$ cat config.mk
export PLATFORM = sky130hd
export DESIGN_NAME = tt_sweep
export DESIGN_NICKNAME = d
export VERILOG_FILES = /design/src/rtl/tt_pkg.sv /design/src/rtl/tt_settle_cnt.sv /design/src/rtl/tt_sweep.sv
export SDC_FILE = /design/constraint.sdc
export NUM_CORES = 1
export LEC_CHECK = 0
export CORE_MARGIN = 3
export CORE_UTILIZATION = 45
export CTS_CLUSTER_DIAMETER = 100
export CTS_CLUSTER_SIZE = 14
export DETAILED_ROUTE_END_ITERATION = 7
export MAX_ROUTING_LAYER = met4
export PLACE_DENSITY_LB_ADDON = 0.25
export SYNTH_ARGS = -nofsm -noshare
export SYNTH_HDL_FRONTEND = slang
export SYNTH_SLANG_ARGS = --single-unit
$ cat constraint.sdc
create_clock -name clk -period 2.2 [get_ports clk]
set_input_delay 0.22 -clock clk [delete_from_list [all_inputs] [get_ports clk]]
set_output_delay 0.22 -clock clk [all_outputs]
set_load 0.01 [all_outputs]
$ cat src/rtl/tt_pkg.sv
// Shared definitions for the truth-table sweeper: state encoding, counter width
// and golden tables of the lab functions.
package tt_pkg;

    typedef enum logic [1:0] {
        ST_IDLE   = 2'd0,
        ST_DRIVE  = 2'd1,
        ST_SAMPLE = 2'd2,
        ST_DONE   = 2'd3
    } tt_state_e;

    // Wide enough for the largest legal SETTLE-1 (14).
    localparam int unsigned SETTLE_CNT_W = 4;

    // out = d & (~a | ~b | c), bit i is the result for {a,b,c,d} == i.
    localparam logic [15:0] GOLDEN_DEFAULT = 16'h8AAA;

endpackage

$ cat src/rtl/tt_settle_cnt.sv
// Loadable down-counter; expired_c is high while the count sits at zero.
module tt_settle_cnt
    import tt_pkg::*;
(
    input  logic                    clk,
    input  logic                    rst,
    input  logic                    load,
    input  logic [SETTLE_CNT_W-1:0] load_val,
    input  logic                    en,
    output logic                    expired_c
);

    logic [SETTLE_CNT_W-1:0] cnt_q;
    logic [SETTLE_CNT_W-1:0] cnt_d;

    always_comb begin
        cnt_d = cnt_q;
        if (load) begin
            cnt_d = load_val;
        end else if (en && (cnt_q != '0)) begin
            cnt_d = cnt_q - SETTLE_CNT_W'(1);
        end
    end

    always_ff @(posedge clk) begin
        if (rst) begin
            cnt_q <= '0;
        end else begin
            cnt_q <= cnt_d;
        end
    end

    assign expired_c = (cnt_q == '0);

endmodule

$ cat src/rtl/tt_sweep.sv
// Exhaustive truth-table sweeper: drives every input vector, samples the function
// result after a settle delay, and checks the assembled table against GOLDEN.
module tt_sweep
    import tt_pkg::*;
#(
    parameter int unsigned           N_IN   = 4,
    parameter int unsigned           SETTLE = 1,
    parameter logic [2**N_IN-1:0]    GOLDEN = GOLDEN_DEFAULT
) (
    input  logic                 clk,
    input  logic                 rst,
    input  logic                 start,
    output logic [N_IN-1:0]      vec_out,
    input  logic                 dut_out,
    output logic                 busy,
    output logic                 done,
    output logic [2**N_IN-1:0]   table_out,
    output logic [N_IN:0]        ones_cnt,
    output logic                 pass,
    output logic                 mism_valid,
    output logic [N_IN-1:0]      mism_idx
);

    localparam int unsigned TBL_W = 2**N_IN;
    localparam logic [N_IN-1:0] LAST_IDX = N_IN'(TBL_W - 1);
    localparam logic [SETTLE_CNT_W-1:0] SETTLE_LOAD = SETTLE_CNT_W'(SETTLE - 1);

    tt_state_e          state_q, state_d;
    logic [N_IN-1:0]    idx_q, idx_d;
    logic               busy_q, busy_d;
    logic               done_q, done_d;
    logic [TBL_W-1:0]   table_q, table_d;
    logic [N_IN:0]      ones_q, ones_d;
    logic               pass_q, pass_d;
    logic               mv_q, mv_d;
    logic [N_IN-1:0]    mi_q, mi_d;
    logic               cnt_load;
    logic               cnt_en;
    logic               settled_c;

    tt_settle_cnt u_settle (
        .clk       (clk),
        .rst       (rst),
        .load      (cnt_load),
        .load_val  (SETTLE_LOAD),
        .en        (cnt_en),
        .expired_c (settled_c)
    );

    // Next-state and result-register update.
    always_comb begin
        state_d  = state_q;
        idx_d    = idx_q;
        table_d  = table_q;
        ones_d   = ones_q;
        pass_d   = pass_q;
        mv_d     = mv_q;
        mi_d     = mi_q;
        cnt_load = 1'b0;
        cnt_en   = 1'b0;

        case (state_q)
            ST_IDLE: begin
                if (start) begin
                    state_d  = ST_DRIVE;
                    idx_d    = '0;
                    table_d  = '0;
                    ones_d   = '0;
                    pass_d   = 1'b0;
                    mv_d     = 1'b0;
                    mi_d     = '0;
                    cnt_load = 1'b1;
                end
            end
            ST_DRIVE: begin
                if (settled_c) begin
                    state_d = ST_SAMPLE;
                end else begin
                    cnt_en = 1'b1;
                end
            end
            ST_SAMPLE: begin
                table_d[idx_q] = dut_out;
                ones_d = ones_q + (N_IN+1)'(dut_out);
                if ((dut_out != GOLDEN[idx_q]) && !mv_q) begin
                    mv_d = 1'b1;
                    mi_d = idx_q;
                end
                if (idx_q == LAST_IDX) begin
                    state_d = ST_DONE;
                    pass_d  = !mv_d;
                end else begin
                    state_d  = ST_DRIVE;
                    idx_d    = idx_q + N_IN'(1);
                    cnt_load = 1'b1;
                end
            end
            ST_DONE: begin
                state_d = ST_IDLE;
            end
            default: begin
                state_d = ST_IDLE;
            end
        endcase

        busy_d = (state_d == ST_DRIVE) || (state_d == ST_SAMPLE);
        done_d = (state_d == ST_DONE);
    end

    always_ff @(posedge clk) begin
        if (rst) begin
            state_q <= ST_IDLE;
            idx_q   <= '0;
            busy_q  <= 1'b0;
            done_q  <= 1'b0;
            table_q <= '0;
            ones_q  <= '0;
            pass_q  <= 1'b0;
            mv_q    <= 1'b0;
            mi_q    <= '0;
        end else begin
            state_q <= state_d;
            idx_q   <= idx_d;
            busy_q  <= busy_d;
            done_q  <= done_d;
            table_q <= table_d;
            ones_q  <= ones_d;
            pass_q  <= pass_d;
            mv_q    <= mv_d;
            mi_q    <= mi_d;
        end
    end

    // The index register doubles as the driven vector, so it holds the last vector when idle.
    assign vec_out    = idx_q;
    assign busy       = busy_q;
    assign done       = done_q;
    assign table_out  = table_q;
    assign ones_cnt   = ones_q;
    assign pass       = pass_q;
    assign mism_valid = mv_q;
    assign mism_idx   = mi_q;

endmodule
==> flow_metrics.env <==
export IMPL_dp_cells=326
export IMPL_worstMarginPinSlew_ps=535
export IMPL_finalSetupTns_ps=0
export IMPL_cp_required_ps=2390
export IMPL_rsz0062_at_grt="false"
export IMPL_clockBufferDepth=2
export IMPL_fp_dieH_um=71.6
export IMPL_fin_util=0.615
export IMPL_hold_end="mism_idx[3]$_SDFFE_PP0P_"
export IMPL_grt_antenna_before_repair=0
export IMPL_stdcell_count=334
export IMPL_status="completed"
export IMPL_whs_ps=455
export IMPL_num_rows=23
export IMPL_grt_overflow=0
export IMPL_synth_nets=256
export IMPL_post_drt_wl_per_cell_um=14.0
export IMPL_worstPathMaxFanout=5
export IMPL_cts_root_buffer="clkbuf_8"
export IMPL_period_share=0.823
export IMPL_hold_path_class="reg2reg"
export IMPL_grt_pass1_vias=1702
export IMPL_hold_viol_final=0
export IMPL_synth_area_leaders="dfxtp_1 (41%), a21oi_1 (12%), nand2_1 (5.4%)"
export IMPL_leakage_nw=0.915
export IMPL_synth_edf_count=0
export IMPL_seq_area_frac_synth=0.413
export IMPL_die_area_sq_mm=0.00513
export IMPL_min_period_ps=1810
export IMPL_peakVddDrop_v=0.000311
export IMPL_dp_hpwl_um=3340
export IMPL_clock_sinks=40
export IMPL_synth_most_common_cell="a21oi_1"
export IMPL_gr_usage_all_layers=0.198
export IMPL_numPortBuffers=36
export IMPL_first_pass_iters=4
export IMPL_htree_levels=2
export IMPL_synth_cells=244
export IMPL_power_density_mw_per_mm2=606
export IMPL_reg2reg_slack_ps=390
export IMPL_synth_top_cell_area_share=0.413
export IMPL_ys_types=41
export IMPL_clock_latency_ps=290
export IMPL_hold_buffers=0
export IMPL_numCtsBuffers=5
export IMPL_cts_tree="done"
export IMPL_drt_iter0_drc=152
export IMPL_synth_yosys_warnings=0
export IMPL_drv_slew=0
export IMPL_core_area_sq_mm=0.00409
export IMPL_arrival_ps=2000
export IMPL_insertedDiodeCount=0
export IMPL_synth_seq_cells=40
export IMPL_post_cts_buffers=0
export IMPL_worstHoldStart="mism_idx[3]$_SDFFE_PP0P_"
export IMPL_ys_flop_type="dfxtp_1"
export IMPL_drive_above_1_share=0.0986
export IMPL_totalWireLength_um=4670
export IMPL_synth_async_reset_ratio=0
export IMPL_die_w_um=71.6
export IMPL_cap_violations=0
export IMPL_fin_nets=295
export IMPL_regToRegEndpoint="busy$_SDFF_PP0_"
export IMPL_synth_area_leader_cell="dfxtp_1"
export IMPL_syn_area_per_cell_sq_um=7.94
export IMPL_grt_max_degree=21
export IMPL_syn_area_sq_mm=0.00194
export IMPL_vias_per_cell=5.55
export IMPL_synth_common_cells="a21oi_1 (47), dfxtp_1 (40), nand2_1 (28)"
export IMPL_setup_worst_path_start="u_settle.cnt_q[0]$_SDFFE_PP0P_"
export IMPL_gp_congestion=0.917
export IMPL_drt_antenna_violating_nets=0
export IMPL_drc=0
export IMPL_vias=1853
export IMPL_fmax_mhz=553
export IMPL_worstHoldPathCells=2
export IMPL_syn_to_final_growth_pct=29.7
export IMPL_post_cts_resized=0
export IMPL_r2r_cells=7
export IMPL_grt_pass1_wl_um=7870
export IMPL_path_class="reg2reg"
export IMPL_num_io_pins=37
export IMPL_total_power_mw=1.52
export IMPL_maxSlewHeadroom=0.642
export IMPL_endpoint_kind="register"
export IMPL_finClkSkew_ps=8.86
export IMPL_setup_viol=0
export IMPL_start_util=0.474
export IMPL_crit_path_start_kind="register"
export IMPL_cts_reportedPaths_clkPinSlew_ps=80
export IMPL_timing_rr_start="u_settle.cnt_q[0]$_SDFFE_PP0P_"
state kept, by name (all words and copies together), names as in the netlist, 2 cells and up, named ones only:
signal          flops
mism_idx            4
vec_out             4
ones_cnt            5
state_q             2
u_settle.cnt_q      4
table_out          16
worst max-delay path by stage:
stage,endpoint,slack [ps]
detailed placement,vec_out[1]$_SDFFE_PP0N_,340
global placement,vec_out[1]$_SDFFE_PP0N_,370
finish,busy$_SDFF_PP0_,390
CTS,busy$_SDFF_PP0_,380
global route,busy$_SDFF_PP0_,260
floorplan,busy$_SDFF_PP0_,440
where the power goes:
| group | internal [mW] | switching [mW] | total [mW] |
|---|---|---|---|
| clock | 0.400 | 0.258 | 0.658 |
| sequential | 0.731 | 0.00774 | 0.739 |
| combinational | 0.0517 | 0.0729 | 0.125 |
per-layer routing:
layer / vias to the layer above / wire [um] / track usage
met5: - / 0 / -
met4: 0 / 89 / 0.0752
met3: 9 / 184 / 0.0435
met2: 41 / 2200 / 0.306
met1: 880 / 2200 / 0.255
li1: 923 / - / -
per-stage QoR:
stage	area, sq um	setup WS, ps
after global placement	2390	366
after CTS	2510	378
after floorplan	1940	443
after global routing	2510	261
after detailed placement	2390	339
final	2510	390
cells by family after synthesis:
group / synth area share
buffers and inverters: 0.0581
AOI/OAI and AO/OA: 0.220
adders and majority gates: 0.0517
DFF: 0.413
and+or+nand+nor: 0.229
muxes: 0.00517
xor gates and xnor gates: 0.0226
layout by cell type, fill, tap and decap left out, types with 2 or more instances in the layout:
master and instances:
o21ai_0 18, nor2b_1 8, and3_1 3, xnor2_1 2
nand4_1 3, nor3b_1 3, clkbuf_8 7, a21o_1 2
xor2_1 3, a31o_2 2, nand2b_1 3, nand3_1 11
nor2_1 10, buf_4 14, or3_1 2, nand3b_1 2
dfxtp_1 40, clkdlybuf4s50_1 36, a31oi_1 2, ha_1 8
nand2_1 28, inv_1 9, a21oi_1 47, nor3_1 4
worst max-delay path: stages, from the launching register on:
cell	delay (ps)
dfxtp_1	310
inv_1	80
ha_1	190
or3b_2	510
nand2_1	140
nand2_1	70
ha_1	280
nor2b_1	120
area by class of cell:
type	count	area (sq um)
clock buffer	7	96.3
inverter	9	33.8
multi-input combinational	177	1020
tap	50	62.6
fill	376	1570
clock inverter	1	30.0
timing repair buffer	50	465
sequential	40	801
(Power assumes the default switching activity.)
